### src/rtl/fetch_unit.sv
// -----------------------------------------------------------------------------
// fetch_unit
//
// Instruction fetch stage. Holds the program counter, fetches one word at a
// time from instruction memory (never more than one request in flight) and
// parks the returned instruction in a single-entry buffer for decode.
// Handles decode stalls, branch/jump redirects (discarding stale responses)
// and a sticky halt.
//
// Handshakes:
//   imem_req/imem_gnt : a request transfers on a rising edge where both are 1.
//     imem_addr is only meaningful while imem_req=1. Once granted, imem_req
//     stays low until the matching imem_rvalid has been seen.
//   imem_rvalid       : one-cycle response strobe; there is no back-pressure,
//     so the data is taken (or deliberately dropped) at that edge.
//   if_valid/id_ready : the buffer transfers to decode on an edge where both
//     are 1. if_instr/if_pc hold steady while if_valid=1 and id_ready=0.
//
// Ports:
//   clk, reset_n          clock, asynchronous active-low reset
//   imem_req, imem_addr   request strobe and word address (equals pc)
//   imem_gnt              request accepted this cycle
//   imem_rvalid/rdata     response strobe and instruction word
//   if_valid/instr/pc     output buffer towards decode
//   id_ready              decode consumes the buffer at this edge
//   redirect_valid/pc     one-cycle redirect from branch/JAL/JALR resolution
//   halt_req, halted      sticky halt request, fetch permanently stopped
//   fsm_state             current FSM state, for observation only
// -----------------------------------------------------------------------------
module fetch_unit #(
  parameter logic [31:0] RESET_PC = 32'h0000_0000
) (
  input  logic        clk,
  input  logic        reset_n,
  output logic        imem_req,
  output logic [31:0] imem_addr,
  input  logic        imem_gnt,
  input  logic        imem_rvalid,
  input  logic [31:0] imem_rdata,
  output logic        if_valid,
  output logic [31:0] if_instr,
  output logic [31:0] if_pc,
  input  logic        id_ready,
  input  logic        redirect_valid,
  input  logic [31:0] redirect_pc,
  input  logic        halt_req,
  output logic        halted,
  output logic [1:0]  fsm_state
);

  typedef enum logic [1:0] {
    S_REQ    = 2'd0,
    S_WAIT   = 2'd1,
    S_HALTED = 2'd2
  } state_t;

  state_t      state;
  logic [31:0] pc;
  logic [31:0] req_pc;   // address of the request currently in flight
  logic        kill;     // next response belongs to a squashed fetch
  logic        halting;  // halt seen, stop after the in-flight fetch

  logic [31:0] redirect_target;
  logic        accepted;

  // Instructions are word aligned, so the low two bits of a target are ignored.
  assign redirect_target = redirect_pc & 32'hFFFF_FFFC;

  // A new request may go out only if the buffer is empty or being emptied at
  // this same edge, which is what keeps the single buffer from overflowing.
  assign imem_req  = reset_n && (state == S_REQ) && !halting && (!if_valid || id_ready);
  assign imem_addr = pc;
  assign accepted  = imem_req && imem_gnt;
  assign fsm_state = state;

  always_ff @(posedge clk or negedge reset_n) begin
    if (!reset_n) begin
      state    <= S_REQ;
      pc       <= RESET_PC;
      req_pc   <= 32'h0;
      kill     <= 1'b0;
      halting  <= 1'b0;
      if_valid <= 1'b0;
      if_instr <= 32'h0;
      if_pc    <= 32'h0;
      halted   <= 1'b0;
    end else begin
      if (halt_req) halting <= 1'b1;

      // Decode drain; a response loading the buffer at this edge overrides it.
      if (if_valid && id_ready) if_valid <= 1'b0;

      case (state)
        S_REQ: begin
          if (accepted) begin
            req_pc <= pc;
            pc     <= pc + 32'd4;
            state  <= S_WAIT;
          end else if (halting) begin
            state  <= S_HALTED;
            halted <= 1'b1;
          end
          // Redirect wins over pc+4. A request accepted at this very edge
          // fetched the old path, so its response must be thrown away.
          if (redirect_valid) begin
            pc       <= redirect_target;
            if_valid <= 1'b0;
            if (accepted) kill <= 1'b1;
          end
        end

        S_WAIT: begin
          if (redirect_valid) begin
            pc       <= redirect_target;
            if_valid <= 1'b0;
            if (imem_rvalid) begin
              // The in-flight response is stale; consume and drop it now.
              kill  <= 1'b0;
              state <= S_REQ;
            end else begin
              kill <= 1'b1;
            end
          end else if (imem_rvalid) begin
            if (kill) begin
              kill <= 1'b0;
            end else begin
              if_instr <= imem_rdata;
              if_pc    <= req_pc;
              if_valid <= 1'b1;
            end
            if (halting) begin
              state  <= S_HALTED;
              halted <= 1'b1;
            end else begin
              state <= S_REQ;
            end
          end
        end

        S_HALTED: begin
          // Terminal until reset; only the buffer drain above is active.
        end

        default: state <= S_REQ;
      endcase
    end
  end

endmodule

### config.mk
export PLATFORM = sky130hd
export DESIGN_NAME = fetch_unit
export DESIGN_NICKNAME = d
export VERILOG_FILES = /design/src/rtl/fetch_unit.sv
export SDC_FILE = /design/constraint.sdc
export NUM_CORES = 1
export LEC_CHECK = 0
export ABC_CLOCK_PERIOD_IN_PS = 3610
export CAP_MARGIN = 20
export CORE_ASPECT_RATIO = 1.4
export CORE_MARGIN = 2
export CORE_UTILIZATION = 51
export CTS_CLUSTER_DIAMETER = 50
export DETAILED_ROUTE_END_ITERATION = 12
export PLACE_DENSITY = 0.86
export SLEW_MARGIN = 20
export SYNTH_ARGS = -nofsm -noshare
export SYNTH_HDL_FRONTEND = slang
export SYNTH_SLANG_ARGS = --single-unit
### constraint.sdc
create_clock -name clk -period 3.61 [get_ports clk]
set_input_delay 0.722 -clock clk [delete_from_list [all_inputs] [get_ports clk]]
set_output_delay 0.722 -clock clk [all_outputs]
set_load 0.01 [all_outputs]
* After elaboration in Yosys (flattened, before gate mapping)
Index checks and enable logic that the tools add are counted.
Operators by class: add/sub/neg operators 1, $mul 0, div/mod/pow operators 0, magnitude comparators 0, equal/unequal tests 11, shifts and indexed selects 0, multiplexer cells 28, bitwise operators 3, reduce and logical (&&, ||, !) cells 16
Operators with widths (count):
- $mux W32 | 3
- $pmux W32 S2 | 1
- $add A32 B3 Y32 const B | 1
- $mux W1 | 14
- $mux W2 | 6
- $ne A2 B2 Y1 const B | 6
- $reduce_and A4 Y1 | 3
- $ne A3 B3 Y1 const B | 3
- $pmux W1 S2 | 3
- $pmux W2 S3 | 1
- $reduce_and A3 Y1 | 2
- $logic_and A1 B1 Y1 | 5
- $not A1 Y1 | 3
- $eq A2 B1 Y1 const B | 1
- $eq A2 B2 Y1 const B | 1
- $logic_not A1 Y1 | 2
- $logic_not A2 Y1 | 1
- $reduce_and A2 Y1 | 1
- $reduce_bool A2 Y1 | 1
- $logic_or A1 B1 Y1 | 1
Word-level totals: flip-flop bits (word level) 134, latch bits 0, RAM bits 0, ROM bits 0, input bits 71, output and inout bits 101, logic and storage cells 68, memories kept 0

* Depth between registers and ports, before layout
depth after elaboration 8, gate-level depth with buffers 8, mapped depth without buffers 6

* Worst setup path after synthesis
OpenSTA, ideal clock, no wires.
kind input port to flip-flop, start point in id_ready, end point reg req_pc[20], setup time 0.125 ns, arrival time 1.844 ns, data required time 3.485 ns, slack 1.641 ns, stages 4, buffers on the path 1, path through or2b_2 nand3_2 buf_1 mux2_2
Between the ends: longest elaborated chain between the ends 4
RTL lines:
- start, declared | line 43 | input logic id_ready,
- $logic_or A1 B1 Y1 | line 71 | assign imem_req = reset_n && (state == S_REQ) && !halting && (!if_valid || id_ready);
- $logic_and A1 B1 Y1 | line 71
- $logic_and A1 B1 Y1 | line 73 | assign accepted = imem_req && imem_gnt;
- $reduce_and A2 Y1 (no line)
- end signal, assigned | line 96 | req_pc <= pc;
- end, declared | line 59 | logic [31:0] req_pc;
No other way between the ends. A chain may end at the register's enable or synchronous reset.

* Worst setup path after layout
start point in id_ready, end point out imem_req
Between the ends: longest elaborated chain between the ends 2
RTL lines:
- $logic_or A1 B1 Y1 | line 71
- $logic_and A1 B1 Y1 | line 71
- end, declared | line 35 | output logic imem_req,
No other way between the ends.

==> results.md <==
- Buffers on Ports: between 150 and 200
- Wirelength per Cell: 19.7 um
- Global placement routability congestion: 0.847
- I/O Pins: 172
- Fin Setup TNS: 0 ns
- Max-capacitance violation count: 0
- Slew HR: around two fifths
- Static Leakage: roughly 3.6 nW
- Hpwl dp: 10.8 mm
- Via count: 4,717
- Synth unique cells: 61
- Post-synth EDFFs: 0
- Critical path type: in -> out
- Synth Cell Area: 0.00577 mm^2
- Initial DRC Count: between 400 and 500
- Tightest Pin Transition: 0.885 ns
- Vias in the first global route: about 5,000
- Simple-gate share of the synthesized area: 13.1%
- Largest fanout on the critical path: 5
- RSZ-0062 raised after global routing: no
- Initial antenna violation count: 0
- CP arrival: 2.16 ns
- Hold Fails Final Rpt: 0
- Worst Reg-to-Reg Cells: 6
- Crit path depth: 4
- Diode count: 0
- Critical path's top delay family: buffers and inverters
- CTS tree: yes
- # fillers: 756
- Max VDD drop: 401 uV
- Final Skew: 0.00912 ns
- Gr usage total: a little over a quarter
- Crit-path cells: clkdlybuf4s50_1 > or2b_2 > and2_1 > clkdlybuf4s50_1
- Syn Inst Count: 482
- Setup repair bufs after CTS: 0
- Core outline area: about 0.011 mm^2
- Synth Area in Adders: less than 1%
- Synthesis-to-layout area growth: 40.4%
- Post-cts sizing count: 0
- Register bit total from synthesis: approximately 130
- Hold Crit Class: in -> async
- Worst-path clk slew: 0.06 ns
- Root Driver: clkbuf_16
- Max Clock Freq: around 350 MHz
- Synth Flop Type: dfrtp_1
- Chip height: around 130 um
- # rows: 46
- Largest family of logic cells by synthesized area: multiplexers
- Synth warn: 0
- Sequential share of the synthesized area: 55.5%
- Status: complete, no violations
- Synth Area per Inst: 12.0 um^2
- Max-slew violation count: 0
- First-pass GRT wire length: between 20 and 30 mm
- Post-synthesis mux area share: 17.3%
- Worst-Skew Late Latency: 0.41 ns
- Hold_buf cts: 0
- Largest net degree at the start of global routing: 72
- CTS Sinks: 128
- Crit. End Element: primary output
- Via density: 5.88
- Post-Synth XOR/XNOR Area: 0%
- First-pass DRT Iterations: 5
- Setup violators final: 0
- Htree depth: 4
- Chip width: 93.9 um
- Initial Utilization: 51.7%
- Worst Setup Start Kind: primary input
- PwrDens: between 400 and 500 mW/mm^2
- Worst Hold Margin: 0.460 ns
- Max incr delay on CP: 0.49 ns
- Worst path slowest cell: clkdlybuf4s50_1
- Period utilization: 79.9%
- Drc violations: 0
- # nets final: 718
- Clock Path Buffers: 2
- Async set or reset register ratio after synthesis: 100%
- Tmin final: 2.88 ns
- CP bufs+invs: 2
- Post-synthesis compound-gate area fraction: 10.5%
- Req. time, crit path: 2.89 ns
- Layout cells sized above 1: 21.0%
- Total CTS buffers: 17
- Area of the die: 0.0122 mm^2
- DRT antenna net count: 0
- Drt total wl: 15.8 mm
- Congestion Overflow GR: 0
- Most frequent CP cell: clkdlybuf4s50_1
## final timing paths
check / from / end / slack [ns]
min reg2reg: halted$_DFFE_PN0P_ / halted$_DFFE_PN0P_ / 0.48
max in group asynchronous: reset_n / if_instr[24]$_DFFE_PN0P_ / 1.78
max reg2reg: fsm_state[0]$_DFFE_PN0P_ / imem_addr[19]$_DFFE_PN0P_ / 1.41
max: id_ready / imem_req / 0.73
min in group clk: halted$_DFFE_PN0P_ / halted$_DFFE_PN0P_ / 0.48
min: reset_n / if_pc[16]$_DFFE_PN0P_ / 0.46
## stage by stage
| stage | power, W | util [%] | setup slack (ns) | cells | area [um^2] |
|---|---|---|---|---|---|
| detailed placement | 0.00188 | 67.5 | 0.482 | 771 | 7540 |
| global route | 0.00362 | 72.6 | 0.695 | 802 | 8100 |
| CTS | 0.00351 | 72.5 | 0.732 | 802 | 8100 |
| global placement | 0.00187 | 67.5 | 0.542 | 771 | 7540 |
| floorplan | 0.00167 | - | 1.64 | 485 | 5780 |
| finish | 0.00350 | 72.6 | 0.727 | 802 | 8100 |
## synthesized netlist by cell type (all sizes together) (5+ instances only)
library cell | number | share of area [%]
nand4 | 10 | 1.5
dfrtp | 128 | 55
o21ai | 21 | 1.8
nand3 | 25 | 2.3
and3 | 6 | 0.67
nor2 | 25 | 1.6
inv | 7 | 0.46
clkbuf | 10 | 0.67
a21oi | 25 | 2.2
nand2 | 29 | 1.9
mux2 | 88 | 17
o22ai | 7 | 0.76
buf | 22 | 2.1
a211oi | 5 | 0.65
nor3 | 14 | 1.5
## metal layers
| metal | up-vias | GRT usage (%) | part of all wire (%) |
|---|---|---|---|
| met5 | - | 0 | 0 |
| met4 | 0 | 13.0 | 3.6 |
| li1 | 2102 | - | - |
| met2 | 231 | 48.3 | 53 |
| met3 | 57 | 7.56 | 6.2 |
| met1 | 2327 | 30.3 | 37 |
## cells by family (layout without fill, tap and decap cells)
group           Yosys count  in the layout
buf+inv                  39            212
flops                   128            128
mux                      89             89
compound gates           93             93
other cells               1              4
fa+ha+maj                 1              1
simple gates            131            131
## final cells by class
type	count	area, um^2	share of cell area, %
clock inverters	6	82.6	1.02
repair buffers	174	1730	21.4
well taps	144	180	2.22
inverters	7	26.3	0.324
clock buffers	25	475	5.87
flip-flops and latches	128	3200	39.5
multi-input cells	318	2400	29.6
## sequential cells by signal, summed over array words and instances (netlist names)
| name | flops |
|---|---|
| fsm_state | 2 |
| halted | 1 |
| halting | 1 |
| if_instr | 32 |
| if_pc | 30 |
| if_valid | 1 |
| imem_addr | 30 |
| kill | 1 |
| req_pc | 30 |
## layout by cell type, fill, tap and decap left out, types with 3 or more instances in the layout
cell type and instances:
nor2_1 24, a2bb2oi_1 4, buf_4 8, inv_1 7, and4_1 3, conb_1 4
clkbuf_16 17, a211oi_1 5, a22oi_1 3, a211o_1 3, nand4_1 8, nor3_1 12
or3_1 4, and3_1 5, nand3_1 23, mux2_2 83, clkdlybuf4s50_1 164, o21ai_0 20
a311oi_1 4, clkbuf_1 6, a31oi_1 3, o22ai_1 7, nand2_1 29, dfrtp_1 128
clkinv_2 3, mux2_1 5, a21oi_1 25
## power breakdown
| group | switching [W] | total [W] | internal [W] |
|---|---|---|---|
| sequential | 0.0000626 | 0.00154 | 0.00148 |
| combinational | 0.000141 | 0.000321 | 0.000180 |
| clock | 0.000589 | 0.00163 | 0.00104 |
Note: power is estimated with default switching activity, not from simulation.
